$ cat src/rtl/draw_image.sv
// rtl/draw_image.sv - overlays a ROM-backed image on the VGA pixel stream, 2-cycle pipeline
module draw_image #(
    parameter int          IMG_W     = 48,
    parameter int          IMG_H     = 64,
    parameter int          ADDR_W    = 12,
    parameter logic [11:0] KEY_COLOR = 12'hF0F,
    parameter logic [10:0] RST_X     = 11'd0,
    parameter logic [10:0] RST_Y     = 11'd0
) (
    input  logic              clk,
    input  logic              rst,
    input  logic [10:0]       hcount_in,
    input  logic              hsync_in,
    input  logic              hblnk_in,
    input  logic [10:0]       vcount_in,
    input  logic              vsync_in,
    input  logic              vblnk_in,
    input  logic [11:0]       rgb_in,
    input  logic [10:0]       xpos,
    input  logic [10:0]       ypos,
    input  logic              pos_valid,
    output logic              pos_ready,
    output logic [ADDR_W-1:0] rom_addr,
    input  logic [11:0]       rom_data,
    output logic [10:0]       hcount_out,
    output logic              hsync_out,
    output logic              hblnk_out,
    output logic [10:0]       vcount_out,
    output logic              vsync_out,
    output logic              vblnk_out,
    output logic [11:0]       rgb_out
);

    typedef enum logic {IDLE, PENDING} state_t;

    state_t state_q, state_d;
    logic [10:0] act_x_q, act_x_d, act_y_q, act_y_d;
    logic [10:0] pend_x_q, pend_x_d, pend_y_q, pend_y_d;

    logic [10:0] hcount_s1_q, vcount_s1_q;
    logic        hsync_s1_q, hblnk_s1_q, vsync_s1_q, vblnk_s1_q;
    logic [11:0] rgb_s1_q;
    logic        in_img_q, in_img_d;
    logic [ADDR_W-1:0] rom_addr_q, rom_addr_d;

    logic [10:0] hcount_out_q, vcount_out_q;
    logic        hsync_out_q, hblnk_out_q, vsync_out_q, vblnk_out_q;
    logic [11:0] rgb_out_q, rgb_out_d;

    logic signed [11:0] rel_x, rel_y;
    logic               in_x, in_y, frame_start;

    // Position updates are held back until frame start so the image never tears.
    always_comb begin
        state_d     = state_q;
        act_x_d     = act_x_q;
        act_y_d     = act_y_q;
        pend_x_d    = pend_x_q;
        pend_y_d    = pend_y_q;
        frame_start = (hcount_in == 11'd0) && (vcount_in == 11'd0);
        case (state_q)
            IDLE: begin
                if (pos_valid) begin
                    pend_x_d = xpos;
                    pend_y_d = ypos;
                    state_d  = PENDING;
                end
            end
            PENDING: begin
                if (frame_start) begin
                    act_x_d = pend_x_q;
                    act_y_d = pend_y_q;
                    state_d = IDLE;
                end
            end
            default: state_d = IDLE;
        endcase
    end

    // Signed offsets keep positions near 2047 from wrapping into false hits.
    always_comb begin
        rel_x    = $signed({1'b0, hcount_in}) - $signed({1'b0, act_x_q});
        rel_y    = $signed({1'b0, vcount_in}) - $signed({1'b0, act_y_q});
        in_x     = !rel_x[11] && (rel_x[10:0] < 11'(IMG_W));
        in_y     = !rel_y[11] && (rel_y[10:0] < 11'(IMG_H));
        in_img_d = in_x && in_y && !hblnk_in && !vblnk_in;
        rom_addr_d = '0;
        if (in_img_d) begin
            rom_addr_d = ADDR_W'(rel_y[10:0]) * ADDR_W'(IMG_W) + ADDR_W'(rel_x[10:0]);
        end
    end

    always_comb begin
        rgb_out_d = rgb_s1_q;
        if (hblnk_s1_q || vblnk_s1_q) begin
            rgb_out_d = 12'h000;
        end else if (in_img_q && (rom_data != KEY_COLOR)) begin
            rgb_out_d = rom_data;
        end
    end

    always_ff @(posedge clk) begin
        if (rst) begin
            state_q      <= IDLE;
            act_x_q      <= RST_X;
            act_y_q      <= RST_Y;
            pend_x_q     <= 11'd0;
            pend_y_q     <= 11'd0;
            hcount_s1_q  <= 11'd0;
            vcount_s1_q  <= 11'd0;
            hsync_s1_q   <= 1'b0;
            hblnk_s1_q   <= 1'b0;
            vsync_s1_q   <= 1'b0;
            vblnk_s1_q   <= 1'b0;
            rgb_s1_q     <= 12'h000;
            in_img_q     <= 1'b0;
            rom_addr_q   <= '0;
            hcount_out_q <= 11'd0;
            vcount_out_q <= 11'd0;
            hsync_out_q  <= 1'b0;
            hblnk_out_q  <= 1'b0;
            vsync_out_q  <= 1'b0;
            vblnk_out_q  <= 1'b0;
            rgb_out_q    <= 12'h000;
        end else begin
            state_q      <= state_d;
            act_x_q      <= act_x_d;
            act_y_q      <= act_y_d;
            pend_x_q     <= pend_x_d;
            pend_y_q     <= pend_y_d;
            hcount_s1_q  <= hcount_in;
            vcount_s1_q  <= vcount_in;
            hsync_s1_q   <= hsync_in;
            hblnk_s1_q   <= hblnk_in;
            vsync_s1_q   <= vsync_in;
            vblnk_s1_q   <= vblnk_in;
            rgb_s1_q     <= rgb_in;
            in_img_q     <= in_img_d;
            rom_addr_q   <= rom_addr_d;
            hcount_out_q <= hcount_s1_q;
            vcount_out_q <= vcount_s1_q;
            hsync_out_q  <= hsync_s1_q;
            hblnk_out_q  <= hblnk_s1_q;
            vsync_out_q  <= vsync_s1_q;
            vblnk_out_q  <= vblnk_s1_q;
            rgb_out_q    <= rgb_out_d;
        end
    end

    assign pos_ready  = (state_q == IDLE);
    assign rom_addr   = rom_addr_q;
    assign hcount_out = hcount_out_q;
    assign vcount_out = vcount_out_q;
    assign hsync_out  = hsync_out_q;
    assign hblnk_out  = hblnk_out_q;
    assign vsync_out  = vsync_out_q;
    assign vblnk_out  = vblnk_out_q;
    assign rgb_out    = rgb_out_q;

endmodule

$ cat config.mk
export PLATFORM = sky130hd
export DESIGN_NAME = draw_image
export DESIGN_NICKNAME = d
export VERILOG_FILES = /design/src/rtl/draw_image.sv
export SDC_FILE = /design/constraint.sdc
export NUM_CORES = 1
export LEC_CHECK = 0
export ABC_AREA = 1
export BUFFER_PORTS_ARGS = -buffer_cell sky130_fd_sc_hd__buf_2
export CORE_ASPECT_RATIO = 0.9
export CORE_MARGIN = 10
export CORE_UTILIZATION = 49
export DETAILED_ROUTE_END_ITERATION = 8
export GPL_TIMING_DRIVEN = 1
export PLACE_DENSITY = 0.84
export RECOVER_POWER = 50
export SLEW_MARGIN = 15
export SYNTH_ARGS = -nofsm -noshare
export SYNTH_HDL_FRONTEND = slang
export SYNTH_SLANG_ARGS = --single-unit
export TNS_END_PERCENT = 20
$ cat constraint.sdc
create_clock -name clk -period 3.1 [get_ports clk]
set_input_delay 0 -clock clk [delete_from_list [all_inputs] [get_ports clk]]
set_output_delay 0 -clock clk [all_outputs]
set_load 0.005 [all_outputs]
==> summary.md <==
| Metric | Value |
|---|---|
| Ports | `about 130` |
| Fin nets | `approximately 1,100` |
| Startpoint Class | `flop` |
| Critical path peak fanout | `4` |
| Pin count of the biggest net entering global routing | `73` |
| Drt drc | `0` |
| Period utilisation layout | `103%` |
| Hold_sp | `rgb_in[1]` |
| Clock root buffer | `clkbuf_16` |
| Num CTS Buffers | `17` |
| Vert. Die Dim | `126 um` |
| Worst Setup End Kind | `flop` |
| Most frequent cells in the layout | `nand2_1 (165), inv_1 (155), dfxtp_1 (133)` |
| Synth area leaders | `dfxtp_1 (44%), nand2_1 (11%), inv_1 (9.8%), ha_1 (7.0%), nor2_1 (6.5%)` |
| Top cell by count, worst path | `nand2_1` |
| Placed cell areas | `roughly 6900 um^2` |
| R2R Setup Slk | `-0.09 ns` |
| TritonCTS clock tree | `yes` |
| Worst R2R Start | `act_y_q[0]$_SDFFE_PP0P_` |
| Initial antenna violation count | `1` |
| Mapped Nets | `roughly 930` |
| Slowest-stage cell, CP | `fa_2` |
| Most common cell after layout, fill and taps aside | `nand2_1` |
| Worst-Margin Slew | `around 1.7 ns` |
| Die span in x | `~140 um` |
| Setup CP Type | `flop to flop` |
| GPL Wtd Cong | `around 0.9` |
| Wirelength per Cell | `about 15 um` |
| HPWL after DPL | `11.2 mm` |
| Register bit total from synthesis | `~130` |
| Cell class contributing the biggest share of worst-path delay | `adder cells` |
| Clock Latency Late Sink | `between 0.4 and 0.5 ns` |
| PwrDens | `544 nW/um^2` |
| Worst path max stage delay | `~0.57 ns` |
| Sequential area share after synthesis | `~44%` |
| DP Cell Count | `about 1,100` |
| Total number of vias | `about 5,900` |
| Avg Cell Area, Syn | `around 7.4 um^2` |
| Area share of the largest cell type after synthesis | `about 44%` |
| Clk slew on worst S/H paths | `roughly 0.06 ns` |
| Largest family of logic cells by synthesized area | `simple AND/OR/NAND/NOR gates` |
| Yosys warns | `0` |
| Cell Chain, Critical Path | `ha_4, inv_4, fa_2, ha_2, fa_2, ha_1, nand2_1, nand2_1, a31oi_2, inv_1, a31oi_1, inv_1, nand2_1, nand2_1, a21oi_2` |
| Initial Utilization | `between 50% and 60%` |
| Failing checks | `capacitance limit, slew limit, setup timing` |
| DRT antenna net count | `0` |
| Fmax | `between 300 and 400 MHz` |
| Clk buf depth | `2` |
| Synth Area in Simple Gates | `25.5%` |
| Fin Clk Skew | `0.00725 ns` |
| Multiplexer share of the synthesized area | `0%` |
| Iter 0 DRT Violations | `~430` |
| Die area | `~17,000 um^2` |
| Buffers added on ports | `about 130` |
| Layout Cells excl Fill | `about 1,200` |
| Synth unique cells | `33` |
| HP Class | `primary input to flop` |
| Tot GR Track Use | `roughly 20%` |
| # rows | `38` |
| Min Clock Period, post-route | `about 3.2 ns` |
| TritonRoute pass-1 iters | `5` |
| Vias per cell | `4.87` |
| Cells after Synth | `815` |
| Final hold vios | `0` |
| Status | `finished with violations` |
| Worst path bufs/invs | `3` |
| Synth Area in Adders | `roughly 8.3%` |
| Critical path arrival | `~3.5 ns` |
| Fill cells | `892` |
| RSZ-0062 raised after global routing | `true` |
| Area growth syn-to-layout | `39.1%` |
| CP required | `3.44 ns` |
| Clock sink count | `134` |
| Layout cell share with drive strength beyond 1 | `19.0%` |
| Slew margin rel. | `-11.7%` |
| Fin. max-slew vios | `41` |
| Maximum VDD drop | `0.291 mV` |
| Slack of the critical path | `-0.0948 ns` |
| Htree depth | `4` |
| Maxcap violations | `1` |
| Post-route cell area | `8440 um^2` |
| Core area | `roughly 12,000 um^2` |
| XOR/XNOR Fraction of Synth Area | `roughly 1.7%` |
| Vias in the first global route | `5,949` |
| First-pass GRT wire length | `approximately 28 mm` |
| CP Launch Point | `act_y_q[0]$_SDFFE_PP0P_` |
| Util after Layout | `around 70%` |
| Post-Synthesis Cell Area | `roughly 6000 um^2` |
| Leak Pwr | `between 4 and 5 nW` |
| Compound-Gate Fraction of Synth Area | `8.45%` |
| Final setup fails | `3` |
| Fin Hold WS | `0.327 ns` |
| Grt ovf | `0` |
| Top cell type by total area after synthesis | `dfxtp_1` |
| DRT Wirelength | `17.6 mm` |
[stage by stage]
step	setup slack [ns]	TNS, ns	power [mW]
floorplan	0.00928	0	2.26
global placement	-0.0183	-0.0183	2.43
detailed placement	-0.205	-0.287	2.45
CTS	-0.129	-0.244	4.56
global route	-0.356	-0.763	4.78
finish	-0.0948	-0.241	4.59
[path summary, 6_finish.rpt]
path,to,depth (start not counted)
setup / recovery,rom_addr[11]$_SDFF_PP0_,15
hold / removal,rgb_s1_q[1]$_SDFF_PP0_,4
setup reg to reg,rom_addr[11]$_SDFF_PP0_,15
hold reg to reg,hsync_out$_SDFF_PP0_,2
[per-layer routing]
metal	share of wire (%)	routed length [um]	vias to the layer above	global-route usage [%]
met5	0	0	-	0
met4	3.4	600	0	8.67
met3	6.3	1100	55	5.92
met2	49	8650	195	34.1
met1	41	7210	2694	23.4
li1	-	-	2949	-
[logic make-up (layout without fill, tap and decap cells)]
group	Yosys count	after routing
buffers and inverters	186	420
other	0	1
flip-flops	134	134
XOR/XNOR	12	12
AO/OA/AOI/OAI	86	86
adder cells (fa/ha/maj)	38	38
AND/OR/NAND/NOR	359	359
[cells in the mapped netlist, drive strengths merged]
cell type,n
xor2,8
clkbuf,20
ha,34
or3b,1
xnor2,4
nand2,190
or2,1
buf,5
a21oi,53
nand3,32
o21a,1
o21ai,3
nor2,117
inv,161
dfxtp,134
a21o,1
o21bai,3
nand4,13
a211oi,22
nor4,4
nor3,1
a31oi,3
fa,4
[timing repair]
| action | CTS | global route |
|---|---|---|
| gates resized for setup | 14 | 17 |
| endpoints found under the setup margin | 3 | 3 |
| hold buffers | 83 | 0 |
| setup buffers | 2 | 2 |
| pin swaps | 10 | 12 |
| endpoints found under the hold margin | 80 | 0 |
[final cells by class]
cell class	count	area [um^2]	area share, %
multi-input combinational	495	2810	33.3
sequential	134	2680	31.8
timing repair buffer	227	1550	18.3
inverter	161	609	7.22
clock buffer	22	474	5.62
tap	160	200	2.37
clock inverter	10	119	1.41
antenna	1	2.50	0.0296
[sequential cells by signal (all words and copies together) (netlist names), 11 cells and up]
name,flops
rgb_out,12
act_y_q,11
pend_y_q,11
pend_x_q,11
rom_addr,12
act_x_q,11
vcount_s1_q,11
rgb_s1_q,12
hcount_s1_q,11
hcount_out,11
vcount_out,11
[power by group]
group	leakage, nW	internal (mW)	switching (mW)	total [mW]
registers	1.10	1.78	0.0227	1.81
clock network	0.283	1.25	0.775	2.03
logic	2.73	0.341	0.417	0.757
total	4.11	3.38	1.21	4.59
[worst register-to-register path, stage by stage (launching register included)]
cell	delay, ns
dfxtp_2	0.35
ha_4	0.14
inv_4	0.03
fa_2	0.57
ha_2	0.23
fa_2	0.45
ha_1	0.37
nand2_1	0.10
nand2_1	0.07
a31oi_2	0.20
inv_1	0.09
a31oi_1	0.18
inv_1	0.06
nand2_1	0.06
nand2_1	0.08
a21oi_2	0.15
(Power assumes the default switching activity.)
